File: config.mk
export PLATFORM = sky130hd
export DESIGN_NAME = sprite_rom_arbiter
export DESIGN_NICKNAME = d
export VERILOG_FILES = /design/src/rtl/sprite_rom_arbiter.sv
export SDC_FILE = /design/constraint.sdc
export NUM_CORES = 1
export LEC_CHECK = 0
export BUFFER_PORTS_ARGS = -buffer_cell sky130_fd_sc_hd__buf_2
export CAP_MARGIN = 20
export CORE_UTILIZATION = 50
export DETAILED_ROUTE_END_ITERATION = 10
export PLACE_DENSITY = 0.9
export REMOVE_ABC_BUFFERS = 1
export SLEW_MARGIN = 5
export SYNTH_ARGS = -nofsm -noshare
export SYNTH_HDL_FRONTEND = slang
export SYNTH_SLANG_ARGS = --single-unit
File: constraint.sdc
create_clock -name clk -period 5.9 [get_ports clk]
set_input_delay 0.295 -clock clk [delete_from_list [all_inputs] [get_ports clk]]
set_output_delay 0.295 -clock clk [all_outputs]
set_load 0.005 [all_outputs]
File: src/rtl/sprite_rom_arbiter.sv
// Round-robin arbiter that shares one single-port sprite ROM between NUM_REQ pixel requesters.
// Converts (x, y) to a row-major ROM address and returns the tagged palette index two cycles after ack.
module sprite_rom_arbiter #(
  parameter int NUM_REQ = 4,
  parameter int SPR_W   = 60,
  parameter int SPR_H   = 60,
  parameter int COORD_W = 6,
  parameter int ADDR_W  = 12,
  parameter int DATA_W  = 5,
  localparam int ID_W   = (NUM_REQ > 1) ? $clog2(NUM_REQ) : 1
) (
  input  logic                       clk,
  input  logic                       rst,
  input  logic [NUM_REQ-1:0]         req,
  input  logic [NUM_REQ*COORD_W-1:0] req_x,
  input  logic [NUM_REQ*COORD_W-1:0] req_y,
  output logic [NUM_REQ-1:0]         ack,
  output logic [ADDR_W-1:0]          rom_addr,
  input  logic [DATA_W-1:0]          rom_data,
  output logic                       rsp_valid,
  output logic [ID_W-1:0]            rsp_id,
  output logic [DATA_W-1:0]          rsp_data,
  output logic                       rsp_oob,
  output logic                       busy
);

  localparam int PW = COORD_W + ADDR_W;

  logic [ID_W-1:0]    ptr;
  logic [NUM_REQ-1:0] req_m;
  logic               grant;
  logic [ID_W-1:0]    grant_id;
  logic [ID_W-1:0]    cand;
  logic [COORD_W-1:0] sel_x;
  logic [COORD_W-1:0] sel_y;
  logic [PW-1:0]      addr_full;
  logic               sel_oob;

  logic               s1_valid;
  logic [ID_W-1:0]    s1_id;
  logic               s1_oob;
  logic               s2_valid;
  logic [ID_W-1:0]    s2_id;
  logic               s2_oob;

  // Requests are masked during reset so no ack can leak out while state is being cleared.
  assign req_m = rst ? '0 : req;

  always_comb begin
    ack      = '0;
    grant    = 1'b0;
    grant_id = '0;
    cand     = '0;
    for (int k = 0; k < NUM_REQ; k++) begin
      cand = ID_W'((int'(ptr) + k) % NUM_REQ);
      if (!grant && req_m[cand]) begin
        grant    = 1'b1;
        grant_id = cand;
      end
    end
    if (grant) ack[grant_id] = 1'b1;
  end

  assign sel_x     = req_x[int'(grant_id)*COORD_W +: COORD_W];
  assign sel_y     = req_y[int'(grant_id)*COORD_W +: COORD_W];
  assign addr_full = PW'(sel_y) * PW'(SPR_W) + PW'(sel_x);
  assign sel_oob   = ({1'b0, sel_x} >= (COORD_W+1)'(SPR_W)) ||
                     ({1'b0, sel_y} >= (COORD_W+1)'(SPR_H));

  // Pointer advance plus stage 1 (address) and stage 2 (aligned with the ROM's registered read).
  always_ff @(posedge clk or posedge rst) begin
    if (rst) begin
      ptr      <= '0;
      rom_addr <= '0;
      s1_valid <= 1'b0;
      s1_id    <= '0;
      s1_oob   <= 1'b0;
      s2_valid <= 1'b0;
      s2_id    <= '0;
      s2_oob   <= 1'b0;
    end else begin
      s1_valid <= grant;
      if (grant) begin
        ptr      <= (grant_id == ID_W'(NUM_REQ-1)) ? '0 : grant_id + 1'b1;
        rom_addr <= sel_oob ? '0 : addr_full[ADDR_W-1:0];
        s1_id    <= grant_id;
        s1_oob   <= sel_oob;
      end
      s2_valid <= s1_valid;
      s2_id    <= s1_id;
      s2_oob   <= s1_oob;
    end
  end

  assign rsp_valid = s2_valid;
  assign rsp_id    = s2_id;
  assign rsp_oob   = s2_oob;
  assign rsp_data  = s2_oob ? '0 : rom_data;
  assign busy      = s1_valid | s2_valid;

endmodule

==> qor.yml, run 1 <==
final_layout:
  fillers: 407
  multi_input_area_mm2: 0.00171
  drive_above_1_share: 0.295
  seqCellArea_um2: 551
  area_delta_synth_final_pct: 21.8
  stdcell_count: 420
  antennaDiodeCount: 0
  final_nets: 459
route:
  vias: 2253
  drtPass1Iterations: 4
  wl_per_cell_um: 13.1
  ant_nets: 0
  viasPerCell: 5.36
  initialDrtViolationCount: 137
  drt_wl_total_um: 5500
  drc: 0
clocking:
  clk_path_buf_depth: 2
  h-tree-depth: 1
  cts_buffers: 3
  clk_pin_slew_ns: 0.08
  cts-root-buf: "clkbuf_8"
  cts_sinks: 22
  clock_latency_ns: 0.27
  post_cts_buffers: 0
  cts_tree: "done"
sta:
  hold_viol_final: 0
  worst_pin_slew_ns: 0.627
  timing.slew.headroom: 0.571
  finClkSkew_ns: 0.00484
  setup_viol: 0
  final.period_utilization: 0.922
  drv_slew: 0
  setup_tns_ns: 0
  min_period_ns: 5.44
  rsz0062_at_grt: "false"
  max_clock_freq_ghz: 0.184
worst_setup_path:
  reg2reg_depth: 20
  cp.required_ns: 6.10
  crit_path_max_fanout: 11
  cp_cell_sequence: "inv_2, o311a_1, a311oi_1, or2_4, inv_4, nand2_1, nand2_1, fa_1, inv_1, fa_1, inv_1, fa_1, inv_1, ha_1, o21ai_0, o21ai_0, or4b_4, nor4_2, xnor3_1, o21ai_1"
  end_kind: "flip-flop"
  setup.worst_path.start_class: "flip-flop"
  regToRegSetupSlack_ns: 0.46
  critPathMaxStageDelay_ns: 0.55
  worstReg2RegStart: "ptr[0]$_DFFE_PP0P_"
  critical_path_class: "reg2reg"
  crit_slowest_cell: "fa_1"
  r2r_end: "rom_addr[11]$_DFFE_PP0P_"
  arrival_ns: 5.64
logic_synthesis:
  synthArstFlopShare: 1.00
  synth.most_common_cell: "nand2_1"
  synth_commonest_cells: "47 x nand2_1, 28 x inv_1, 23 x ha_1"
  seq_area_frac_synth: 0.226
  yosysWarnings: 0
  netlist_area_mm2: 0.00243
  ys_types: 53
  yosysTopAreaCell: "dfrtp_1"
  synth_flop_cell: "dfrtp_1"
  synth_seq_cells: 22
  netlist_instances: 283
  synth_edf_count: 0
  synth_area_leaders: "dfrtp_1 23%, ha_1 12%, fa_1 8.2%, mux2i_1 7.8%, nand2_1 7.3%"
  avgSynthCellArea_um2: 8.59
  yosysTopAreaCellShare: 0.226
placement:
  dp_hpwl_um: 4500
  dp.cells: 416
  gp_congestion: 0.834
  port_buffers: 84
floorplanning:
  io_pins: 85
  die_w_um: 71.7
  rows: 25
  coreArea_mm2: 0.00469
  die-area_mm2: 0.00515
  die_h_um: 71.7
  start_util: 0.518
grt:
  grt_max_degree: 23
  grt_pass1_wl_um: 9150
  grt_pass1_vias: 2205
  groute.usage.overall: 0.225
  overflow: 0
  antenna_found_initial: 0
worst_hold_path:
  min_path_type: "in2async"
status:
  status: "complete, no violations"
run:
  max_cap_violations: 0
## state kept, by name, indices dropped and copies added (netlist names)
register,flops
s1_valid,1
rom_addr,12
s1_oob,1
rsp_id,2
ptr,2
s1_id,2
rsp_oob,1
rsp_valid,1
## repair_timing
action,in CTS,in global routing
resized for setup,0,2
setup endpoints to repair,0,2
hold buffers,0,0
## area by class of cell
type,count,area share
clock inverters,1,0.0101
repair buffers,88,0.152
clock buffers,3,0.0139
flip-flops and latches,22,0.186
multi-input cells,222,0.576
well taps,54,0.0228
inverters,30,0.0389
## routing by layer
layer	track usage	vias to the layer above	share of wire
met3	0.0183	14	0.052
met2	0.433	89	0.50
met1	0.251	1021	0.42
met5	0	-	0
li1	-	1129	-
met4	0.100	0	0.026
## critical path: cells and delay by family, from the launching register on
| family | cells | cell delay, ns |
|---|---|---|
| AO/OA/AOI/OAI | 5 | 1.15 |
| XOR/XNOR | 1 | 0.26 |
| adder cells (fa/ha/maj) | 4 | 1.90 |
| buffers and inverters | 5 | 0.34 |
| flip-flops | 1 | 0.51 |
| AND/OR/NAND/NOR | 5 | 1.22 |
## worst max path at each step
stage | cells after the start | start | slack [ns] | end
floorplan | 19 | rst | 0.35 | rom_addr[11]$_DFFE_PP0P_
global placement | 20 | ptr[0]$_DFFE_PP0P_ | 0.54 | rom_addr[11]$_DFFE_PP0P_
detailed placement | 19 | ptr[0]$_DFFE_PP0P_ | 0.37 | rom_addr[11]$_DFFE_PP0P_
CTS | 19 | ptr[0]$_DFFE_PP0P_ | 0.31 | rom_addr[11]$_DFFE_PP0P_
global route | 20 | ptr[1]$_DFFE_PP0P_ | 0.05 | rom_addr[11]$_DFFE_PP0P_
finish | 20 | ptr[0]$_DFFE_PP0P_ | 0.46 | rom_addr[11]$_DFFE_PP0P_
## logic make-up after synthesis
family,synth area share
AO/OA/AOI/OAI,0.141
multiplexers,0.108
flip-flops,0.226
adder cells (fa/ha/maj),0.201
XOR/XNOR,0.0381
AND/OR/NAND/NOR,0.213
buffers and inverters,0.0730
## layout by cell type, fill, tap and decap left out, drive strengths merged, types with 4 or more instances in the layout
cell and count:
fa 10, dfrtp 22, inv 30, a31oi 4, nand2 47, nor2 15, o21ai 21, mux2i 19
and2 9, a21o 5, nor2b 9, buf 88, ha 23, mux2 6, xor2 6, or2 5
## stage by stage
stage / setup WS, ns / utilization / hold slack [ns] / cell area, µm²
floorplan: 0.352 / - / 0.301 / 2370
global placement: 0.539 / 0.615 / 0.355 / 2890
detailed placement: 0.365 / 0.615 / 0.362 / 2890
CTS: 0.307 / 0.631 / 0.137 / 2960
global route: 0.0508 / 0.631 / 0.157 / 2960
finish: 0.460 / 0.631 / 0.129 / 2960
Power of run 1 is not shown: default switching activity piles up to over one toggle a cycle in this logic, so the estimate is an artifact.
==> inputs of run 2 (changes only) <==
==> constraint.sdc (replaced) <==
create_clock -name clk -period 5.9 [get_ports clk]
set_input_delay 0.885 -clock clk [delete_from_list [all_inputs] [get_ports clk]]
set_output_delay 0.885 -clock clk [all_outputs]
set_load 0.005 [all_outputs]
==> run 2 against run 1 <==
Final cell count is 0.71% higher. Critical path depth is 1 higher. Register-to-register slack improved by 0.03 ns. Setup slack got worse by 0.11 ns. First-iteration DRC count rose by 8.0%. Flip-flop and latch count unchanged. Count of clock-buffer cells in the layout stayed put. Die area stayed put. Non-clock buffer count up 3. Cell area rose by 1.3%. Utilization rose by 0.80 points. Largest cell class unchanged.
==> qor.yml, run 2 (same netlist as run 1, synthesis figures left out) <==
clocking:
  cts-root-buf: "clkbuf_8"
  cts_buffers: 3
  post_cts_buffers: 0
  clk_path_buf_depth: 2
  h-tree-depth: 1
  clock_latency_ns: 0.27
  clk_pin_slew_ns: 0.08
  cts_sinks: 22
  cts_tree: "done"
sta:
  hold_viol_final: 0
  drv_slew: 0
  finClkSkew_ns: 0.00834
  final.period_utilization: 0.941
  min_period_ns: 5.55
  rsz0062_at_grt: "false"
  setup_viol: 0
  worst_pin_slew_ns: 0.659
  max_clock_freq_ghz: 0.180
  timing.slew.headroom: 0.556
floorplanning:
  die_h_um: 71.7
  start_util: 0.518
  die_w_um: 71.7
  io_pins: 85
  coreArea_mm2: 0.00469
  rows: 25
  die-area_mm2: 0.00515
route:
  viasPerCell: 5.43
  vias: 2299
  wl_per_cell_um: 12.7
  drtPass1Iterations: 4
  ant_nets: 0
  drt_wl_total_um: 5350
  drc: 0
  initialDrtViolationCount: 148
run:
  max_cap_violations: 0
worst_setup_path:
  cp_cell_sequence: "buf_2, nor4b_1, a31oi_1, a311oi_2, or2_1, buf_4, nand2_1, nand2_1, fa_1, inv_1, fa_1, inv_1, fa_1, inv_1, ha_1, o21ai_0, o21ai_1, or4b_4, nor4_4, xnor3_1, o21ai_1"
  critical_path_class: "in2reg"
  end_kind: "flip-flop"
  setup.worst_path.start_class: "input port"
  arrival_ns: 5.75
  crit_slowest_cell: "fa_1"
  crit_path_max_fanout: 16
  cp.required_ns: 6.10
  critPathMaxStageDelay_ns: 0.54
placement:
  dp.cells: 419
  gp_congestion: 0.847
  dp_hpwl_um: 4510
  placed_area_mm2: 0.00291
  port_buffers: 84
final_layout:
  area_delta_synth_final_pct: 23.3
  utilization: 0.639
  largest_register_ffs: 12
  final_cell_area_mm2: 0.00300
  final_cell_mix: "84 x buf_2, 47 x nand2_1, 28 x inv_1, 23 x ha_1, 22 x dfrtp_1"
  drive_above_1_share: 0.301
  stdcell_count: 423
  final_common_cell: "buf_2"
  regMostFlops: "rom_addr"
  final_nets: 462
  antennaDiodeCount: 0
grt:
  groute.usage.overall: 0.219
  grt_pass1_wl_um: 9110
  overflow: 0
  antenna_found_initial: 0
  grt_max_degree: 23
  grt_pass1_vias: 2223
worst_hold_path:
  min_path_type: "reg2reg"
status:
  status: "complete, no violations"
-- run 2: metal layers --
| metal | part of all wire | vias to the layer above | GRT usage | wire length (µm) |
|---|---|---|---|---|
| met3 | 0.055 | 11 | 0.0197 | 296 |
| met1 | 0.41 | 1063 | 0.237 | 2170 |
| met5 | 0 | - | 0 | 0 |
| li1 | - | 1131 | - | - |
| met2 | 0.52 | 94 | 0.438 | 2790 |
| met4 | 0.017 | 0 | 0.0741 | 89 |
-- run 2: worst max-delay path: cells and delay by family --
kind                       cells  cell delay (ns)
AOI/OAI and AO/OA              5             0.80
xor gates and xnor gates       1             0.25
adders and majority gates      4             1.89
buffers and inverters          5             0.52
and+or+nand+nor                6             1.40
-- run 2: layout make-up --
cell class | instances | area [µm²]
clock buffers | 3 | 41.3
clock inverters | 1 | 30.0
fillers | 409 | 1690
inverters | 30 | 115
multi-input cells | 222 | 1720
flip-flops and latches | 22 | 551
well taps | 54 | 67.6
repair buffers | 91 | 473
-- run 2: final timing paths --
check | start | end | slack, ns | depth (start not counted)
setup / recovery | req[1] | rom_addr[11]$_DFFE_PP0P_ | 0.35 | 21
hold / removal | s1_valid$_DFF_PP0_ | rsp_valid$_DFF_PP0_ | 0.38 | 0
setup reg to reg | ptr[0]$_DFFE_PP0P_ | rom_addr[11]$_DFFE_PP0P_ | 0.49 | 20
hold reg to reg | s1_valid$_DFF_PP0_ | rsp_valid$_DFF_PP0_ | 0.38 | 0
max in group asynchronous | rst | rom_addr[3]$_DFFE_PP0P_ | 4.98 | 3
min in group asynchronous | rst | rom_addr[1]$_DFFE_PP0P_ | 0.70 | 3
-- run 2: repair_timing --
action	CTS	global route
hold buffers	0	0
setup endpoints to repair	0	2
resized for setup	0	4
-- run 2: metrics by stage --
stage	setup TNS, ns	setup WS, ns	hold slack, ns
after floorplan	-0.370	-0.238	0.346
after global placement	0	0.192	0.354
after detailed placement	-0.0771	-0.0771	0.365
after CTS	0	0.215	0.382
after global routing	0	0.0238	0.389
final	0	0.346	0.377
Power of run 2 is left out for the same reason.
==> inputs of run 3 (changes only) <==
--- a/config.mk
+++ b/config.mk
@@ -5,11 +5,14 @@
 export SDC_FILE = /design/constraint.sdc
 export NUM_CORES = 1
 export LEC_CHECK = 0
-export BUFFER_PORTS_ARGS = -buffer_cell sky130_fd_sc_hd__buf_2
+export BUFFER_PORTS_ARGS = -buffer_cell sky130_fd_sc_hd__buf_4
 export CAP_MARGIN = 20
-export CORE_UTILIZATION = 50
+export CELL_PAD_IN_SITES_DETAIL_PLACEMENT = 1
+export CELL_PAD_IN_SITES_GLOBAL_PLACEMENT = 1
+export CORE_UTILIZATION = 37
 export DETAILED_ROUTE_END_ITERATION = 10
-export PLACE_DENSITY = 0.9
+export GPL_TIMING_DRIVEN = 1
+export PLACE_DENSITY = 0.91
 export REMOVE_ABC_BUFFERS = 1
 export SLEW_MARGIN = 5
 export SYNTH_ARGS = -nofsm -noshare
==> run 3 against run 2 <==
Flip-flop and latch count did not move. Critical path depth did not move. Sequential share of layout area fell by 1.5 points. Die area rose by 34%. Worst hold slack improved by 0.0021 ns. Final cell count rose by 5.7%. Routed wire length rose by 30%. Critical path type unchanged. Critical endpoint unchanged. Largest cell class unchanged. Highest routed layer unchanged.
==> qor.yml, run 3 (same netlist as run 1, synthesis figures left out) <==
clocking:
  cts_buffers: 3
  cts_sinks: 22
  h-tree-depth: 1
  cts-root-buf: "clkbuf_8"
  cts_tree: "done"
  clock_latency_ns: 0.27
  clk_pin_slew_ns: 0.08
  clk_path_buf_depth: 2
sta:
  drv_slew: 0
  hold_viol_final: 0
  rsz0062_at_grt: "false"
  max_clock_freq_ghz: 0.179
  timing.slew.headroom: 0.531
  min_period_ns: 5.58
  setup_viol: 0
  final.period_utilization: 0.946
  finClkSkew_ns: 0.00255
  setup_tns_ns: 0
  worst_pin_slew_ns: 0.697
worst_setup_path:
  worstReg2RegStart: "ptr[0]$_DFFE_PP0P_"
  arrival_ns: 5.78
  cp-endpoint: "rom_addr[11]$_DFFE_PP0P_"
  r2r_end: "rom_addr[11]$_DFFE_PP0P_"
  crit_start: "req[1]"
  crit_cells: 21
  cp_cell_sequence: "buf_4, nor4b_2, a31oi_1, a311oi_2, or2_4, buf_6, nand2_1, nand2_1, fa_1, inv_1, fa_1, inv_1, fa_1, inv_1, ha_1, o21ai_0, o21ai_1, or4b_4, nor4_4, xnor3_1, o21ai_1"
  path_buf_inv: 5
  cp.required_ns: 6.10
  reg2reg_depth: 20
  end_kind: "flip-flop"
  critPathMaxStageDelay_ns: 0.56
  crit_family: "adder cells"
  crit_path_max_fanout: 16
  setup.worst_path.start_class: "input port"
  crit_slowest_cell: "fa_1"
  critical_path_class: "in2reg"
  regToRegSetupSlack_ns: 0.43
final_layout:
  largest_register_ffs: 12
  antennaDiodeCount: 0
  fillers: 782
  area_delta_synth_final_pct: 34.0
  utilization: 0.513
  final_nets: 463
  regMostFlops: "rom_addr"
  drive_above_1_share: 0.308
  final_common_cell: "buf_4"
  final_cell_mix: "91 x buf_4, 47 x nand2_1, 28 x inv_1, 23 x ha_1, 22 x dfrtp_1"
grt:
  overflow: 0
  antenna_found_initial: 0
  grt_max_degree: 23
  grt_pass1_vias: 2629
  grt_pass1_wl_um: 11700
  groute.usage.overall: 0.207
floorplanning:
  coreArea_mm2: 0.00635
  die-area_mm2: 0.00690
  die_w_um: 83.1
  start_util: 0.383
  io_pins: 85
  die_h_um: 83.1
  rows: 29
worst_hold_path:
  holdPathStages: 0
  min_path_type: "reg2reg"
run:
  max_cap_violations: 0
status:
  status: "complete, no violations"
placement:
  gp_congestion: 0.817
  dp_hpwl_um: 5900
  port_buffers: 84
route:
  viasPerCell: 5.23
  initialDrtViolationCount: 84
  dr.max_layer_used: "met4"
  wl_met3_um: 230
  drtPass1Iterations: 6
  wl_met2_um: 3920
  drt_wl_total_um: 6970
  wl_per_cell_um: 15.6
  ant_nets: 0
  drc: 0
  vias: 2337
  met1_length_um: 2740
run 3: cell types whose count changed in the layout (fill, tap and decap cells not counted), sizes merged:
cell	delta
buf	+1
run 3: area by class of cell:
| cell class | count | area, µm² | share of cell area |
|---|---|---|---|
| clock buffer | 3 | 41.3 | 0.0127 |
| clock inverter | 1 | 30.0 | 0.00922 |
| inverter | 30 | 115 | 0.0353 |
| multi-input combinational | 222 | 1730 | 0.531 |
| sequential | 22 | 551 | 0.169 |
| tap | 77 | 96.3 | 0.0296 |
| timing repair buffer | 92 | 694 | 0.213 |
run 3: per-layer routing:
| metal | up-vias | track usage |
|---|---|---|
| met1 | 1130 | 0.224 |
| met5 | - | 0 |
| met2 | 66 | 0.414 |
| li1 | 1134 | - |
| met4 | 0 | 0.0549 |
| met3 | 7 | 0.0278 |
run 3: worst reg2reg max path, stage by stage, from the launching register on:
cell and delay [ns]:
dfrtp_1 0.56, inv_2 0.08, o311a_1 0.41, nor3b_1 0.17
or2_4 0.27, buf_6 0.16, nand2_1 0.09, nand2_1 0.11
fa_1 0.56, inv_1 0.07, fa_1 0.53, inv_1 0.06
fa_1 0.49, inv_1 0.05, ha_1 0.32, o21ai_0 0.10
o21ai_1 0.17, or4b_4 0.51, nor4_4 0.27, xnor3_1 0.27
o21ai_1 0.13
run 3: what timing repair did:
action / in CTS / in global routing
gates resized for setup: 0 / 7
buffers inserted: 0 / 1
hold endpoints to repair: 0 / 0
hold buffers: 0 / 0
endpoints found under the setup margin: 0 / 2
run 3: worst min-delay path by stage:
stage	slack [ns]	from	to
after floorplan	0.35	s1_valid$_DFF_PP0_	rsp_valid$_DFF_PP0_
after global placement	0.36	s1_valid$_DFF_PP0_	rsp_valid$_DFF_PP0_
after detailed placement	0.36	s1_id[1]$_DFFE_PP0P_	rsp_id[1]$_DFF_PP0_
after CTS	0.38	s1_id[1]$_DFFE_PP0P_	rsp_id[1]$_DFF_PP0_
after global routing	0.40	s1_id[0]$_DFFE_PP0P_	rsp_id[0]$_DFF_PP0_
final	0.38	s1_id[1]$_DFFE_PP0P_	rsp_id[1]$_DFF_PP0_
run 3: through the flow:
step | instances | setup slack [ns] | hold WS (ns) | instance area, µm²
CTS | 446 | 0.0855 | 0.380 | 3220
finish | 447 | 0.321 | 0.379 | 3260
floorplan | 274 | -0.238 | 0.346 | 2370
global route | 447 | 0.0418 | 0.396 | 3260
detailed placement | 442 | -0.168 | 0.361 | 3150
global placement | 442 | 0.166 | 0.357 | 3150
Power of run 3 is left out for the same reason.
